[src/rtl/loss_min_tracker_if.sv]
// loss_min_tracker_if
// Groups the sweep-control and loss-result signals of loss_min_tracker.
//   master : sweep controller / loss stage side (drives start, n_cand,
//            loss_valid, loss_in; observes the results)
//   slave  : the tracker itself
// Signals:
//   start, n_cand         sweep start pulse and candidate count
//   loss_valid, loss_in   result strobe and 3Qp loss word
//   sweep_active, best_loss, best_idx, result_cnt, done, sat_seen   results
interface loss_min_tracker_if #(
  parameter int LOSS_W = 25,
  parameter int IDX_W  = 16
);
  logic              start;
  logic [IDX_W-1:0]  n_cand;
  logic              loss_valid;
  logic [LOSS_W-1:0] loss_in;
  logic              sweep_active;
  logic [LOSS_W-1:0] best_loss;
  logic [IDX_W-1:0]  best_idx;
  logic [IDX_W-1:0]  result_cnt;
  logic              done;
  logic              sat_seen;

  modport master (
    output start, n_cand, loss_valid, loss_in,
    input  sweep_active, best_loss, best_idx, result_cnt, done, sat_seen
  );

  modport slave (
    input  start, n_cand, loss_valid, loss_in,
    output sweep_active, best_loss, best_idx, result_cnt, done, sat_seen
  );
endinterface

[src/rtl/loss_min_tracker.sv]
// loss_min_tracker
// Tracks the minimum loss (and the index of the candidate producing it)
// over a sweep of n_cand candidate parameter sets, then pulses done.
// Ports:
//   clk    system clock, rising edge
//   rst_n  asynchronous active-low reset
//   bus    loss_min_tracker_if.slave (start/n_cand in, loss_valid/loss_in in,
//          sweep_active/best_loss/best_idx/result_cnt/done/sat_seen out)
//
// state      | meaning
// -----------+--------------------------------------------------
// ST_IDLE    | waiting for start; results ignored
// ST_SWEEP   | accepting results, tracking minimum
// ST_DONE    | one-cycle done pulse, results held
module loss_min_tracker #(
  parameter int P      = 22,
  parameter int LOSS_W = 3 + P,
  parameter int IDX_W  = 16
) (
  input  logic              clk,
  input  logic              rst_n,
  loss_min_tracker_if.slave bus
);

  localparam logic [1:0] ST_IDLE  = 2'd0;
  localparam logic [1:0] ST_SWEEP = 2'd1;
  localparam logic [1:0] ST_DONE  = 2'd2;

  localparam logic [LOSS_W-1:0] LOSS_ONES = {LOSS_W{1'b1}};

  logic [1:0]        state;
  logic              valid_q;
  logic [IDX_W-1:0]  n_lat;
  logic [LOSS_W-1:0] best_loss;
  logic [IDX_W-1:0]  best_idx;
  logic [IDX_W-1:0]  result_cnt;
  logic              sat_seen;

  logic              accept;
  logic [IDX_W-1:0]  cnt_inc;

  // Only a rising edge of the strobe counts; valid_q follows loss_valid in
  // every state so a strobe already high at start is not taken as a result.
  assign accept  = bus.loss_valid & ~valid_q;
  assign cnt_inc = result_cnt + IDX_W'(1);

  always_ff @(posedge clk or negedge rst_n) begin
    if (!rst_n) begin
      valid_q <= 1'b0;
    end else begin
      valid_q <= bus.loss_valid;
    end
  end

  always_ff @(posedge clk or negedge rst_n) begin
    if (!rst_n) begin
      state      <= ST_IDLE;
      n_lat      <= '0;
      best_loss  <= LOSS_ONES;
      best_idx   <= '0;
      result_cnt <= '0;
      sat_seen   <= 1'b0;
    end else if (bus.start) begin
      // start wins in every state; a result in the same cycle is dropped
      n_lat      <= bus.n_cand;
      best_loss  <= LOSS_ONES;
      best_idx   <= '0;
      result_cnt <= '0;
      sat_seen   <= 1'b0;
      state      <= (bus.n_cand == '0) ? ST_DONE : ST_SWEEP;
    end else begin
      case (state)
        ST_SWEEP: begin
          if (accept) begin
            // strict compare: ties keep the earlier index
            if (bus.loss_in < best_loss) begin
              best_loss <= bus.loss_in;
              best_idx  <= result_cnt;
            end
            if (bus.loss_in == LOSS_ONES) begin
              sat_seen <= 1'b1;
            end
            result_cnt <= cnt_inc;
            // ends before result_cnt could wrap, even for n_cand all-ones
            if (cnt_inc == n_lat) begin
              state <= ST_DONE;
            end
          end
        end
        ST_DONE: state <= ST_IDLE;
        default: state <= ST_IDLE;
      endcase
    end
  end

  assign bus.sweep_active = (state == ST_SWEEP);
  assign bus.done         = (state == ST_DONE);
  assign bus.best_loss    = best_loss;
  assign bus.best_idx     = best_idx;
  assign bus.result_cnt   = result_cnt;
  assign bus.sat_seen     = sat_seen;

endmodule

[src/flat_wrapper.sv]
// flat-port wrapper written by rule: the top's interface ports become plain ports
module loss_min_tracker_flat 
#(
  parameter int P      = 22,
  parameter int LOSS_W = 3 + P,
  parameter int IDX_W  = 16
)
  (clk, rst_n, bus_start, bus_n_cand, bus_loss_valid, bus_loss_in, bus_sweep_active, bus_best_loss, bus_best_idx, bus_result_cnt, bus_done, bus_sat_seen);
  loss_min_tracker_if #(.LOSS_W(LOSS_W), .IDX_W(IDX_W)) bus_i ();
  input  logic clk;
  input  logic rst_n;
  input wire logic [$bits(bus_i.start)-1:0] bus_start;
  input wire logic [$bits(bus_i.n_cand)-1:0] bus_n_cand;
  input wire logic [$bits(bus_i.loss_valid)-1:0] bus_loss_valid;
  input wire logic [$bits(bus_i.loss_in)-1:0] bus_loss_in;
  output wire logic [$bits(bus_i.sweep_active)-1:0] bus_sweep_active;
  output wire logic [$bits(bus_i.best_loss)-1:0] bus_best_loss;
  output wire logic [$bits(bus_i.best_idx)-1:0] bus_best_idx;
  output wire logic [$bits(bus_i.result_cnt)-1:0] bus_result_cnt;
  output wire logic [$bits(bus_i.done)-1:0] bus_done;
  output wire logic [$bits(bus_i.sat_seen)-1:0] bus_sat_seen;
  assign bus_i.start = bus_start;
  assign bus_i.n_cand = bus_n_cand;
  assign bus_i.loss_valid = bus_loss_valid;
  assign bus_i.loss_in = bus_loss_in;
  assign bus_sweep_active = bus_i.sweep_active;
  assign bus_best_loss = bus_i.best_loss;
  assign bus_best_idx = bus_i.best_idx;
  assign bus_result_cnt = bus_i.result_cnt;
  assign bus_done = bus_i.done;
  assign bus_sat_seen = bus_i.sat_seen;
  loss_min_tracker #(.P(P), .LOSS_W(LOSS_W), .IDX_W(IDX_W)) u_core (.clk(clk), .rst_n(rst_n), .bus(bus_i));
endmodule
[config.mk]
export PLATFORM = sky130hd
export DESIGN_NAME = loss_min_tracker_flat
export DESIGN_NICKNAME = d
export VERILOG_FILES = /design/src/rtl/loss_min_tracker_if.sv /design/src/rtl/loss_min_tracker.sv /design/src/flat_wrapper.sv
export SDC_FILE = /design/constraint.sdc
export NUM_CORES = 1
export LEC_CHECK = 0
export CORE_ASPECT_RATIO = 1.25
export CORE_MARGIN = 10
export CORE_UTILIZATION = 43
export CTS_CLUSTER_DIAMETER = 60
export DETAILED_ROUTE_END_ITERATION = 6
export GPL_ROUTABILITY_DRIVEN = 0
export HOLD_SLACK_MARGIN = 0.06
export PLACE_DENSITY_LB_ADDON = 0.25
export SYNTH_ARGS = -nofsm -noshare
export SYNTH_HDL_FRONTEND = slang
export SYNTH_SLANG_ARGS = --single-unit
[constraint.sdc]
create_clock -name clk -period 4.9 [get_ports clk]
set_input_delay 0.49 -clock clk [delete_from_list [all_inputs] [get_ports clk]]
set_output_delay 0.49 -clock clk [all_outputs]
set_load 0.01 [all_outputs]
# Word-level counts from Yosys, hierarchy flattened
# Index checks and enable logic that the tools add are counted.
[word_totals]
ff_bits = 77
in_bits = 45
[op_classes]
add_sub_neg = 1
magnitude_cmp = 1
eq_ne = 6
muxes = 20
n_bitwise = 2
reduce_logical = 9
[ops]
columns = ["cell", "count"]
rows = [
  ["$mux W16", 7],
  ["$mux W25", 4],
  ["$eq A25 B25 Y1 const B", 1],
  ["$lt A25 B25 Y1", 1],
  ["$add A16 B1 Y16 const B", 1],
  ["$eq A16 B16 Y1", 1],
  ["$logic_not A16 Y1", 1],
  ["$mux W2", 5],
  ["$reduce_bool A2 Y1", 4],
  ["$ne A3 B2 Y1 const B", 2],
  ["$reduce_and A3 Y1", 2],
  ["$mux W1", 4],
  ["$reduce_and A2 Y1", 2],
  ["$eq A2 B1 Y1 const B", 1],
  ["$eq A2 B2 Y1 const B", 1],
  ["$and A1 B1 Y1", 1],
  ["$not A1 Y1", 1],
]

# Depth between registers and ports, before layout
[depth]
depth_word = 6
ltp_mapped = 11
mapped_depth_nobuf = 9

# Least setup slack after synthesis
# Ideal clock, no wire load.
[synth_timing]
path_kind = "register -> register"
start = "reg u_core.best_loss[5], in the netlist u_core.bus.best_loss[5]"
end = "reg u_core.best_idx[4], in the netlist u_core.bus.best_idx[4]"
setup_time_ns = 0.132
t_arrival_ns = 2.327
t_required_ns = 4.768
path_slack_ns = 2.441
stages_incl_launch_ff = 11
path_buffers = 2
period_less_slack_ns = 2.459
cell_sequence = "dfstp_2 -> inv_1 -> ha_1 -> a2111oi_0 -> nor2_1 -> a211o_1 -> a31oi_2 -> buf_6 -> buf_6 -> mux2i_1 -> nor2_1"
[synth_between]
elab_chain_len = 3
[synth_lines]
columns = ["element", "line", "text"]
rows = [
  ["start: declaration", "loss_min_tracker.sv:34", "logic [LOSS_W-1:0] best_loss;"],
  ["start signal: assignment", "loss_min_tracker.sv:77", "best_loss <= bus.loss_in;"],
  ["$lt A25 B25 Y1", "loss_min_tracker.sv:76", "if (bus.loss_in < best_loss) begin"],
  ["$reduce_bool A2 Y1 (no source line)", "n/a", ""],
  ["$reduce_and A3 Y1 (no source line)", "n/a", ""],
  ["end signal: assignment", "loss_min_tracker.sv:78", "best_idx <= result_cnt;"],
  ["end: declaration", "loss_min_tracker.sv:35", "logic [IDX_W-1:0] best_idx;"],
]
# Every way passes these cells.
# A chain may end at the register's enable or synchronous reset.

# Worst setup path after layout
[layout_timing]
start = "in bus_loss_in[5]"
end = "reg u_core.best_loss[13], in the netlist u_core.bus.best_loss[13]"
[layout_between]
elab_chain_len = 3
[layout_lines]
columns = ["element", "line", "text"]
rows = [
  ["start: declaration", "flat_wrapper.sv:15", "input wire logic [$bits(bus_i.loss_in)-1:0] bus_loss_in;"],
  ["$lt A25 B25 Y1", "loss_min_tracker.sv:76", ""],
  ["$reduce_bool A2 Y1 (no source line)", "n/a", ""],
  ["$reduce_and A3 Y1 (no source line)", "n/a", ""],
]
# Every way passes these cells.

==> flow_metrics.tcl <==
set metrics [dict create \
    status "completed" \
    final_cell_mix "clkdlybuf4s50_1 (102), nor2_1 (65), dfrtp_1 (52)" \
    ctsHoldBuffers 0 \
    post_drt_via_cell_ratio 5.46 \
    max_slew.worst_pin.slew_ns 0.973 \
    portBuffers 104 \
    cp.arrival_ns 3.46 \
    die_h_microns 133 \
    crit_path_start_kind "input pin" \
    cap_violations 0 \
    crit_required_ns 5.16 \
    die_area_sq_mm 0.0147 \
    synth-edff-count 0 \
    ys_ff_latch 77 \
    r2r_slack_ns 1.75 \
    synth_area_sq_mm 0.00438 \
    grt_use_total 0.156 \
    final_area_sq_mm 0.00581 \
    avgRoutedWirePerCell_microns 17.3 \
    p_leak_nw 2.52 \
    postPlaceCellArea_sq_mm 0.00548 \
    seq_area_sq_mm 0.00196 \
    rsz0062_at_grt "false" \
    fin_crit_sh 0.653 \
    post_cts_resized 0 \
    cts_root_buffer "clkbuf_16" \
    start_util 0.436 \
    grt_start_max_net_pins 78 \
    diodes 0 \
    async_reset_ff_frac 1.00 \
    ys_seq_area_frac 0.447 \
    dp_cells 647 \
    syn_to_final_growth_pct 32.5 \
    drt-total-wl_microns 11500 \
    postCtsSetupRepairBufs 0 \
    grt.overflow.total 0 \
    finalCriticalPeriod_ns 3.20 \
    cts_sinks 77 \
    r2r_start "u_core.bus.best_loss[5]" \
    maxSlewHeadroom 0.351 \
    insertion_delay_ns 0.34 \
    syn-num-nets 508 \
    clk_pin_slew_worst_paths_ns 0.06 \
    grt_pass1_vias 3620 \
    hold_viol 0 \
    hp-class "input pin to asynchronous set/reset pin" \
    nFillCells 881 \
    final_cells 663 \
    ioPinCount 105 \
    antenna_found_initial 0 \
    core_area_sq_mm 0.0101 \
    drtIter0Drc 232 \
    final_common_cell "clkdlybuf4s50_1" \
    dieWidth_microns 110 \
    reg2reg_to "u_core.bus.best_loss[13]" \
    drcViolationCount 0 \
    ir_drop_mv 0.156 \
    dp_hpwl_microns 8460 \
    h-tree-depth 3 \
    holdWs_ns 0.332 \
    p_per_area_mw_per_mm2 292 \
    cts_buffer_depth 2 \
    antenna_left 0 \
    ys_types 46 \
    rr_worst_depth 9 \
    vias 3620 \
    crit_type "input pin to flip-flop" \
    grt_pass1_wl_microns 18400 \
    tritoncts "built" \
    multi_input_area_sq_mm 0.00220 \
    endpoint_kind "flip-flop" \
    skew_ns 0.00575 \
    avgSynthCellArea_sq_um 10.0 \
    finalNetCount 599 \
    crit_fanout 26 \
    syn_inst 438 \
    yosys_most_used_dff "dfrtp_1" \
    row_count 41 \
    slew_violations 0 \
    numCtsBuffers 9 \
    fmax_mhz 313 \
    dr.pass1.iters 4 \
    setup_violations 0 \
    drive_gt1_frac 0.125 \
    final.setup.tns_ns 0 \
    ys_warn_count 0 \
]
## through the flow
stage / utilization / worst slack [ns] / power, mW
after floorplan: - / 2.44 / 0.857
after global placement: 0.545 / 1.48 / 0.974
after detailed placement: 0.545 / 1.36 / 0.982
after CTS: 0.578 / 1.72 / 1.71
after global routing: 0.578 / 1.49 / 1.77
final: 0.578 / 1.70 / 1.70
## cells by family after synthesis
kind of cell               Yosys count  share of synthesized area
AOI/OAI and AO/OA                   71                      0.120
xor gates and xnor gates            33                     0.0659
and+or+nand+nor                    149                      0.166
DFF                                 77                      0.447
muxes                               32                     0.0776
buffers and inverters               51                     0.0522
adders and majority gates           25                     0.0714
## routing by layer
layer / GRT usage / share of wire
met5: 0 / 0
met4: 0.0565 / 0.017
met3: 0.0437 / 0.065
met2: 0.256 / 0.49
met1: 0.187 / 0.42
## sequential cells by signal (all words and copies together) (netlist names)
signal,count
u_core.bus.sat_seen,1
u_core.bus.best_idx,16
u_core.n_lat,16
u_core.bus.best_loss,25
u_core.valid_q,1
u_core.state,2
u_core.bus.result_cnt,16
## worst max-delay path by stage
stage                                       start                       end  slack, ns  cells after the start
final                              bus_loss_in[5]  u_core.bus.best_loss[13]       1.70                      9
after global routing               bus_loss_in[5]    u_core.bus.best_idx[3]       1.49                      9
after CTS                          bus_loss_in[5]    u_core.bus.best_idx[3]       1.72                      9
after detailed placement           bus_loss_in[5]    u_core.bus.best_idx[3]       1.36                      9
after global placement             bus_loss_in[5]    u_core.bus.best_idx[3]       1.48                      9
after floorplan           u_core.bus.best_loss[5]    u_core.bus.best_idx[4]       2.44                     10
## cell type report
cell class,count,share of cell area
Clock buffer,12,0.0442
Clock inverter,4,0.0121
Inverter,24,0.0155
Multi-Input combinational cell,310,0.379
Sequential cell,77,0.337
Tap cell,129,0.0278
Timing Repair Buffer,107,0.184
## cells in the mapped netlist (2+ instances only)
library cell | n | share of area
nor3_1 | 4 | 0.0046
o21ai_0 | 12 | 0.014
ha_1 | 25 | 0.071
and4_1 | 3 | 0.0060
nor2b_1 | 4 | 0.0057
a211oi_1 | 3 | 0.0051
nor2_1 | 65 | 0.056
a211o_1 | 26 | 0.052
nor4b_1 | 3 | 0.0060
mux2_2 | 16 | 0.041
a21o_1 | 3 | 0.0051
buf_6 | 3 | 0.0077
nand4_1 | 14 | 0.020
o21a_1 | 2 | 0.0034
a2111oi_2 | 2 | 0.0069
dfrtp_1 | 52 | 0.30
xor2_1 | 16 | 0.032
buf_2 | 11 | 0.013
a21oi_1 | 13 | 0.015
inv_1 | 24 | 0.021
or3_1 | 5 | 0.0071
nand3_1 | 15 | 0.017
mux2i_1 | 16 | 0.037
dfstp_2 | 25 | 0.15
o211ai_1 | 2 | 0.0034
nand2_1 | 19 | 0.016
o21bai_1 | 2 | 0.0034
clkbuf_1 | 10 | 0.0086
nor4_1 | 6 | 0.0086
xnor2_1 | 17 | 0.034
buf_1 | 2 | 0.0017
nand2b_1 | 4 | 0.0057
## worst max-delay path, cell delays in order
cell and delay [ns]:
clkdlybuf4s50_1 0.51, ha_1 0.26, a2111oi_0 0.43, nor2_1 0.08, a211o_1 0.31, a31oi_4 0.70
buf_4 0.33, nor2_1 0.06, a211o_1 0.27
## power by group
part	switching, mW	leakage [nW]	internal, mW
combinational	0.131	1.42	0.137
clock	0.253	0.163	0.472
sequential	0.0228	0.945	0.679
total	0.407	2.52	1.29
No activity file was read; power rests on OpenSTA's default activity.
